### src/rtl/keypad_pkg.sv
// Shared constants, column-scan state type and key map for the keypad BCD entry block.
package keypad_pkg;

  localparam logic [3:0] KEY_STAR = 4'hA;
  localparam logic [3:0] KEY_HASH = 4'hB;
  localparam int NUM_ROWS = 4;
  localparam int NUM_COLS = 3;
  localparam int SNAP_W   = NUM_ROWS * NUM_COLS;

  typedef enum logic [1:0] {
    StCol0,
    StCol1,
    StCol2
  } col_state_e;

  // Layout 1 2 3 / 4 5 6 / 7 8 9 / * 0 #
  function automatic logic [3:0] keymap(input logic [1:0] row, input logic [1:0] col);
    logic [3:0] code;
    if (row == 2'd3) begin
      unique case (col)
        2'd0:    code = KEY_STAR;
        2'd1:    code = 4'd0;
        default: code = KEY_HASH;
      endcase
    end else begin
      code = {2'b00, row} * 4'd3 + {2'b00, col} + 4'd1;
    end
    return code;
  endfunction

endpackage

### src/rtl/keypad_scanner.sv
// Column scan, row synchroniser, per-sweep snapshot, debounce and single-press event detection.
module keypad_scanner
  import keypad_pkg::*;
#(
  parameter int unsigned SCAN_DIV       = 50000,
  parameter int unsigned DEBOUNCE_SCANS = 20
) (
  input  logic                CLK,
  input  logic                RESET,
  input  logic [NUM_ROWS-1:0] ROW,
  output logic [NUM_COLS-1:0] COL,
  output logic                key_valid,
  output logic [3:0]          key_code
);

  localparam int unsigned DIV_W = (SCAN_DIV > 1) ? $clog2(SCAN_DIV) : 1;
  localparam int unsigned CNT_W = $clog2(DEBOUNCE_SCANS + 1);
  localparam logic [DIV_W-1:0] DIV_LAST = DIV_W'(SCAN_DIV - 1);
  localparam logic [CNT_W-1:0] CNT_MAX  = CNT_W'(DEBOUNCE_SCANS);

  col_state_e state_q, state_d;

  logic [DIV_W-1:0]    div_q, div_d;
  logic [NUM_ROWS-1:0] row_meta_q, row_sync_q;
  logic [NUM_ROWS-1:0] row_pressed;
  logic [SNAP_W-1:0]   snap_q, snap_d;
  logic [SNAP_W-1:0]   sweep_snap;
  logic [SNAP_W-1:0]   prev_q, prev_d;
  logic [SNAP_W-1:0]   accepted_q, accepted_d;
  logic [CNT_W-1:0]    stable_q, stable_d;
  logic                col_tick;
  logic                sweep_done;
  logic                accept;
  logic                press_event;
  logic [3:0]          snap_code;
  logic                key_valid_q;
  logic [3:0]          key_code_q;

  assign col_tick    = (div_q == DIV_LAST);
  assign sweep_done  = col_tick && (state_q == StCol2);
  assign row_pressed = ~row_sync_q;
  assign div_d       = col_tick ? '0 : div_q + 1'b1;

  // Column FSM: state register
  always_ff @(posedge CLK or posedge RESET) begin
    if (RESET) begin
      state_q <= StCol0;
    end else begin
      state_q <= state_d;
    end
  end

  // Column FSM: next state
  always_comb begin
    state_d = state_q;
    if (col_tick) begin
      unique case (state_q)
        StCol0:  state_d = StCol1;
        StCol1:  state_d = StCol2;
        StCol2:  state_d = StCol0;
        default: state_d = StCol0;
      endcase
    end
  end

  // Column FSM: outputs
  always_comb begin
    COL = 3'b110;
    unique case (state_q)
      StCol0:  COL = 3'b110;
      StCol1:  COL = 3'b101;
      StCol2:  COL = 3'b011;
      default: COL = 3'b110;
    endcase
  end

  always_comb begin
    snap_d = snap_q;
    if (col_tick) begin
      unique case (state_q)
        StCol0:  snap_d[3:0]  = row_pressed;
        StCol1:  snap_d[7:4]  = row_pressed;
        StCol2:  snap_d[11:8] = row_pressed;
        default: snap_d       = snap_q;
      endcase
    end
  end

  // Column 2 arrives on the closing sample, so the full sweep is visible in the same cycle.
  always_comb begin
    sweep_snap        = snap_q;
    sweep_snap[11:8]  = row_pressed;
  end

  always_comb begin
    prev_d     = prev_q;
    stable_d   = stable_q;
    accepted_d = accepted_q;
    accept     = 1'b0;
    if (sweep_done) begin
      prev_d = sweep_snap;
      if (sweep_snap == prev_q) begin
        if (stable_q < CNT_MAX) begin
          stable_d = stable_q + 1'b1;
          if (stable_d == CNT_MAX) begin
            accept     = 1'b1;
            accepted_d = sweep_snap;
          end
        end
      end else begin
        stable_d = '0;
      end
    end
  end

  always_comb begin
    snap_code = '0;
    for (int c = 0; c < NUM_COLS; c++) begin
      for (int r = 0; r < NUM_ROWS; r++) begin
        if (sweep_snap[c*NUM_ROWS+r]) begin
          snap_code = keymap(2'(r), 2'(c));
        end
      end
    end
  end

  // Only released -> single key counts; multi-key states must drain back to released first.
  assign press_event = accept && (accepted_q == '0) && $onehot(sweep_snap);

  always_ff @(posedge CLK or posedge RESET) begin
    if (RESET) begin
      div_q       <= '0;
      row_meta_q  <= '1;
      row_sync_q  <= '1;
      snap_q      <= '0;
      prev_q      <= '0;
      accepted_q  <= '0;
      stable_q    <= '0;
      key_valid_q <= 1'b0;
      key_code_q  <= '0;
    end else begin
      div_q       <= div_d;
      row_meta_q  <= ROW;
      row_sync_q  <= row_meta_q;
      snap_q      <= snap_d;
      prev_q      <= prev_d;
      accepted_q  <= accepted_d;
      stable_q    <= stable_d;
      key_valid_q <= press_event;
      if (press_event) begin
        key_code_q <= snap_code;
      end
    end
  end

  assign key_valid = key_valid_q;
  assign key_code  = key_code_q;

endmodule

### src/rtl/keypad_bcd_entry.sv
// Keypad to 3-digit BCD entry: digits shift in from the right, '*' clears, '#' signals a value.
module keypad_bcd_entry
  import keypad_pkg::*;
#(
  parameter int unsigned SCAN_DIV       = 50000,
  parameter int unsigned DEBOUNCE_SCANS = 20
) (
  input  logic                CLK,
  input  logic                RESET,
  input  logic [NUM_ROWS-1:0] ROW,
  output logic [NUM_COLS-1:0] COL,
  output logic                key_valid,
  output logic [3:0]          key_code,
  output logic [3:0]          units,
  output logic [3:0]          tens,
  output logic [3:0]          hundreds,
  output logic                value_valid
);

  logic [3:0] units_q, units_d;
  logic [3:0] tens_q, tens_d;
  logic [3:0] hundreds_q, hundreds_d;
  logic       value_valid_q, value_valid_d;

  keypad_scanner #(
    .SCAN_DIV       (SCAN_DIV),
    .DEBOUNCE_SCANS (DEBOUNCE_SCANS)
  ) u_scanner (
    .CLK       (CLK),
    .RESET     (RESET),
    .ROW       (ROW),
    .COL       (COL),
    .key_valid (key_valid),
    .key_code  (key_code)
  );

  always_comb begin
    units_d       = units_q;
    tens_d        = tens_q;
    hundreds_d    = hundreds_q;
    value_valid_d = 1'b0;
    if (key_valid) begin
      if (key_code <= 4'd9) begin
        hundreds_d = tens_q;
        tens_d     = units_q;
        units_d    = key_code;
      end else if (key_code == KEY_STAR) begin
        hundreds_d = '0;
        tens_d     = '0;
        units_d    = '0;
      end else if (key_code == KEY_HASH) begin
        value_valid_d = 1'b1;
      end
    end
  end

  always_ff @(posedge CLK or posedge RESET) begin
    if (RESET) begin
      units_q       <= '0;
      tens_q        <= '0;
      hundreds_q    <= '0;
      value_valid_q <= 1'b0;
    end else begin
      units_q       <= units_d;
      tens_q        <= tens_d;
      hundreds_q    <= hundreds_d;
      value_valid_q <= value_valid_d;
    end
  end

  assign units       = units_q;
  assign tens        = tens_q;
  assign hundreds    = hundreds_q;
  assign value_valid = value_valid_q;

endmodule

### config.mk
export PLATFORM = sky130hd
export DESIGN_NAME = keypad_bcd_entry
export DESIGN_NICKNAME = d
export VERILOG_FILES = /design/src/rtl/keypad_pkg.sv /design/src/rtl/keypad_scanner.sv /design/src/rtl/keypad_bcd_entry.sv
export SDC_FILE = /design/constraint.sdc
export NUM_CORES = 1
export LEC_CHECK = 0
export ABC_AREA = 1
export BUFFER_PORTS_ARGS = -buffer_cell sky130_fd_sc_hd__buf_2
export CAP_MARGIN = 25
export CORE_MARGIN = 1.5
export CORE_UTILIZATION = 35
export CTS_CLUSTER_DIAMETER = 100
export CTS_CLUSTER_SIZE = 24
export DETAILED_ROUTE_END_ITERATION = 16
export GPL_TIMING_DRIVEN = 1
export PLACE_DENSITY = 0.5
export RECOVER_POWER = 50
export SLEW_MARGIN = 40
export SYNTH_ARGS = -nofsm -noshare
export SYNTH_HDL_FRONTEND = slang
export SYNTH_SLANG_ARGS = --single-unit
### constraint.sdc
create_clock -name CLK -period 6.5 [get_ports CLK]
set_input_delay 0.325 -clock CLK [delete_from_list [all_inputs] [get_ports CLK]]
set_output_delay 0.325 -clock CLK [all_outputs]
set_load 0.01 [all_outputs]
# Yosys cells after proc, flatten, opt, wreduce, memory -nomap -nowiden
# Index checks and enable logic that the tools add are counted.
# op_classes
order_cmp,2
bitwise_logic,1
shift,0
n_addsub,13
n_reduce_logical,11
muxes,29
mul,0
div_mod_pow,0
n_eq_ne,9
# op_table
cell,count
$mux 4,13
$add 4x4->4,5
$add 16x1->16 const B,1
$eq 16x16->1 const B,1
$mux 16,1
$add 1x1->2,6
$eq 12x12->1,1
$logic_not 12->1,1
$mux 5,2
$mux 1,9
$eq 4x4->1 const B,2
$reduce_and 2->1,4
$mux 3,2
$pmux 3 s2,1
$add 5x1->5 const B,1
$eq 5x5->1 const B,1
$lt 5x5->1 const B,1
$eq 4x1->1 const B,1
$le 4x4->1 const B,1
$not 4->4,1
$pmux 2 s2,1
$reduce_and 4->1,1
$logic_and 1x1->1,3
$eq 2x1->1 const B,1
other kinds (4),4
# word_totals
ff_bits,81
latch_bits,0
mem_count,0
wordCells,80
ramBits,0
rom_bits,0

# Depth between registers and ports, before layout
# logic_depth
depth_word,12
mapped_depth,18
depth_no_buf,18

# Hierarchy
# From an unflattened synthesis, not the netlist that was laid out.
# hier_totals
hier_cells,537
area_unflattened_um2,4342.9
# modules_own_cells
module,area_per_inst_um2,instances,seq_area_each_um2,cells_per_inst
keypad_scanner,3732.3,1,1711.6,476
keypad_bcd_entry,610.6,1,325.3,61

# Least setup slack after synthesis
# Ideal clock, no wire load.
# synth_path
kind,reg2reg
start,reg u_scanner.row_sync_q[3]
end,"reg u_scanner.key_code_q[0], in the netlist u_scanner.key_code[0]"
path_slack_ns,2.364
path_stages_with_launch,18
path_buffers,0
arrival_ns,4.018
period_less_slack_ns,4.136
path_cell_list,dfstp_2 inv_2 ha_1 inv_1 fa_1 fa_1 inv_1 fa_1 ha_1 inv_1 fa_1 nand2_1 nor3_1 nand3_1 nor3_1 nand3_1 nand2_1 nand2_1
# synth_between
elab_chain_len,6
word_cells_on_any_way,11
# synth_lines
item,line_no,rtl
from (decl),keypad_scanner.sv:24,"logic [NUM_ROWS-1:0] row_meta_q, row_sync_q;"
from (signal assigned),keypad_scanner.sv:144,row_sync_q <= row_meta_q;
$not 4->4 (*),keypad_scanner.sv:41,assign row_pressed = ~row_sync_q;
net u_scanner.row_pressed[3],keypad_scanner.sv:25,logic [NUM_ROWS-1:0] row_pressed;
$add 1x1->2 (not written as such) / $eq 12x12->1 (equally long branches),"keypad_scanner.sv:128, keypad_scanner.sv:102",
$add 4x4->4 (not written as such) / $mux 1 (equally long branches),"keypad_scanner.sv:128, keypad_scanner.sv:102",
$add 4x4->4 (not written as such) / $mux 1 (equally long branches),"keypad_scanner.sv:128, keypad_scanner.sv:100",
$eq 4x1->1 / $logic_and 1x1->1 (equally long branches),keypad_scanner.sv:128,assign press_event = accept && (accepted_q == '0) && $onehot(sweep_snap);
$logic_and 1x1->1,keypad_scanner.sv:128,
to (signal assigned),keypad_scanner.sv:151,key_code_q <= snap_code;
to (decl),keypad_scanner.sv:37,logic [3:0] key_code_q;
# The timed path passes the listed nets; every way through them passes the cells marked *.
# A chain may end at the register's enable or synchronous reset.

# Worst setup path after layout
# layout_path
start,reg u_scanner.row_sync_q[1]
end,"reg u_scanner.key_code_q[3], in the netlist u_scanner.key_code[3]"
# Same word-level chain as after synthesis.

==> results.yml <==
final_layout:
  diodes: 0
  final_layout_size_suffix_gt1_share_pct: 12.07
  stdcell_area_sq_um: 4977
  layout_commonest_cell: "nand2_1"
  multiInputGateArea_sq_um: 1924
  area_growth_pct: 14.47
  seqCellArea_sq_um: 2037
  layout.nets: 608
  final_cell_mix: "nand2_1, inv_1, dfrtp_1"
  fillers: 1254
synth:
  synth_edf_count: 0
  synth-seq-cells: 81
  seq_area_frac_synth_pct: 46.85
  async_reset_ff_share_pct: 100.0
  synthCells: 542
  yosys.area.top_type: "dfrtp_1"
  synthesis.nets: 575
  synth.area.top_cells: "dfrtp_1, nand2_1, inv_1, ha_1, dfstp_2"
  ys_warn_count: 0
  synth_top_flop_cell: "dfrtp_1"
  ys_types: 35
  synth_area_sq_um: 4348
  netlist.area_leader.share_pct: 42.01
  avgSynthCellArea_sq_um: 8.022
route:
  post_drt_via_cell_ratio: 4.489
  wl_per_cell_um: 12.44
  dr_total_vias: 3358
  firstDrtPassIters: 4
  ant_nets: 0
  first_iter_violations: 158
  drt_wl_total_um: 9306
  drc_errors: 0
power_and_ir_drop:
  leakage_nw: 2.620
  power.density_nw_per_um2: 215.2
  max-vdd-ir-drop_mv: 0.1189
  switching_share_pct: 22.58
  comb_power_share_pct: 3.9
  seq_power_share_pct: 47.7
  p_clk_share_pct: 48.3
  power_mw: 1.071
  p_switching_mw: 0.2419
  p_int_mw: 0.8294
timing:
  maxSlewViolCount: 82
  slew_headroom_pct: -188.2
  period_minus_slack_ps: 4476
  hold_ws_ps: 73.87
  tightest_slew_ps: 4322
  grt_setup_unrepaired: "false"
  setup_tns_ps: 0
  finalCritPeriodShare_pct: 68.86
  worst_slack_ps: 2024
  hold_viol: 0
  fmax_ghz: 0.2234
  setup_viol: 0
  fin_skew_ps: 9.098
clocking:
  ctsHoldBuffers: 0
  ctsResizeCount: 0
  clkTransAtPathRegs_ps: 60
  cts_root_buffer: "clkbuf_16"
  clock_sinks: 81
  clk_path_buf_depth: 2
  cts_made_buffers: 9
  post-cts-setup-buffers: 0
  htree_levels: 3
  clk_latency_ps: 350
  cts_tree: "yes"
worst_setup_path:
  cp.arrival_ps: 4720
  start_kind: "register"
  rr_startpoint: "u_scanner.row_sync_q[1]$_DFF_PP1_"
  path_class: "reg -> reg"
  rrSetupSlack_ps: 2020
  crit_fanout: 9
  worst-endpoint-required_ps: 6740
  rr_endpoint: "u_scanner.key_code[3]$_DFFE_PP0P_"
  end_kind: "register"
  reg2regPathDepth: 17
run_status:
  status: "finished, violations left"
  violations: "capacitance limit, slew limit"
global_routing:
  grtUsageTotal_pct: 15.94
  grt_pass1_wl_um: 16030
  grt_max_degree: 82
  met3_usage_pct: 3.864
  antenna_found_initial: 0
  grt_pass1_vias: 3181
  overflow: 0
  met1_usage_pct: 22.54
  grt_busiest_layer: "met2"
  grt_util_met2_pct: 22.67
placed_design:
  gp_congestion: 0.8662
  dpl_cell_area_sq_um: 4676
  pre_cts_ws_ps: 1970
  hpwl_um: 6835
  portBuffers: 26
job:
  max_cap_violations: 1
floorplanning:
  dieArea_sq_um: 13100
  fp-row-count: 40
  fp.dieW_um: 114.5
  initial_utilization_pct: 36.05
  io_pins: 27
  die_height_um: 114.5
  core_area_sq_um: 12060
worst_hold_path:
  worstHoldPathType: "in -> reg"
  min_from: "ROW[1]"
  hold_end: "u_scanner.row_meta_q[1]$_DFF_PP1_"
  hold_depth: 1
## worst max-delay path by stage
stage | from | endpoint | slack, ps | depth (start not counted)
global route | RESET | u_scanner.prev_q[10]$_DFFE_PP0P_ | 1520 | 3
floorplan | u_scanner.row_sync_q[3]$_DFF_PP1_ | u_scanner.key_code[0]$_DFFE_PP0P_ | 2360 | 17
CTS | u_scanner.row_sync_q[1]$_DFF_PP1_ | u_scanner.key_code[1]$_DFFE_PP0P_ | 1980 | 17
detailed placement | u_scanner.row_sync_q[1]$_DFF_PP1_ | u_scanner.key_code[1]$_DFFE_PP0P_ | 1970 | 17
global placement | u_scanner.row_sync_q[2]$_DFF_PP1_ | u_scanner.key_code[3]$_DFFE_PP0P_ | 2140 | 17
finish | u_scanner.row_sync_q[1]$_DFF_PP1_ | u_scanner.key_code[3]$_DFFE_PP0P_ | 2020 | 17
## layer usage
| metal | wire, um | vias to the layer above |
|---|---|---|
| met2 | 3914 | 63 |
| met3 | 371 | 17 |
| met1 | 4763 | 1536 |
| met5 | 0 | - |
| met4 | 257 | 0 |
| li1 | - | 1742 |
## power by group through the flow
stage | clock network [mW] | registers, mW | logic [mW]
floorplan | 0 | 0.520 | 0.0317
global placement | 0 | 0.520 | 0.0433
detailed placement | 0 | 0.520 | 0.0444
CTS | 0.532 | 0.511 | 0.0447
global route | 0.559 | 0.511 | 0.0499
finish | 0.518 | 0.511 | 0.0422
## kinds of logic (layout without fill, tap and decap cells)
| group | count (synthesis) | count (layout) | synth area share (%) |
|---|---|---|---|
| XOR/XNOR | 13 | 13 | 2.619 |
| flip-flops | 81 | 81 | 46.85 |
| AND/OR/NAND/NOR | 262 | 262 | 25.12 |
| adder cells (fa/ha/maj) | 27 | 27 | 8.978 |
| AO/OA/AOI/OAI | 58 | 58 | 7.482 |
| buffers and inverters | 101 | 139 | 8.950 |
## critical path: stages, from the launching register on
cell     delay (ps)
dfstp_2         580
inv_2           100
ha_1            280
inv_1            50
fa_1            480
fa_1            510
inv_1            50
fa_1            510
ha_1            170
inv_1            60
fa_1            470
nand2_1          40
nor3_1          130
nand3_1         100
nor3_1          410
nand3_1         270
nand2_1         120
nand2_1          50
## final cells by class
cell class,count,area share (%)
clock buffer,10,4.801
clock inverter,6,1.357
inverter,95,7.190
multi-input combinational,360,38.66
sequential,81,40.93
tap,168,4.223
timing repair buffer,28,2.841
## flip-flops by register name (all words and copies together) (netlist names), 5 cells and up
signal	count
u_scanner.accepted_q	12
u_scanner.div_q	16
u_scanner.prev_q	12
u_scanner.snap_q	8
u_scanner.stable_q	5
## synthesized netlist by cell type (all sizes together), types with 4 or more instances
master and n:
a21oi 7, buf 4, dfrtp 73, dfstp 8, fa 7, ha 20
inv 95, nand2 166, nand3 25, nor2 55, nor3 9, o21ai 33
o22ai 10, xor2 10
## per-stage QoR
stage	cells	utilization, %
floorplan	542	-
global placement	732	38.73
detailed placement	732	38.77
CTS	748	41.31
global route	748	41.27
finish	748	41.27
No activity file was read; power rests on OpenSTA's default activity.
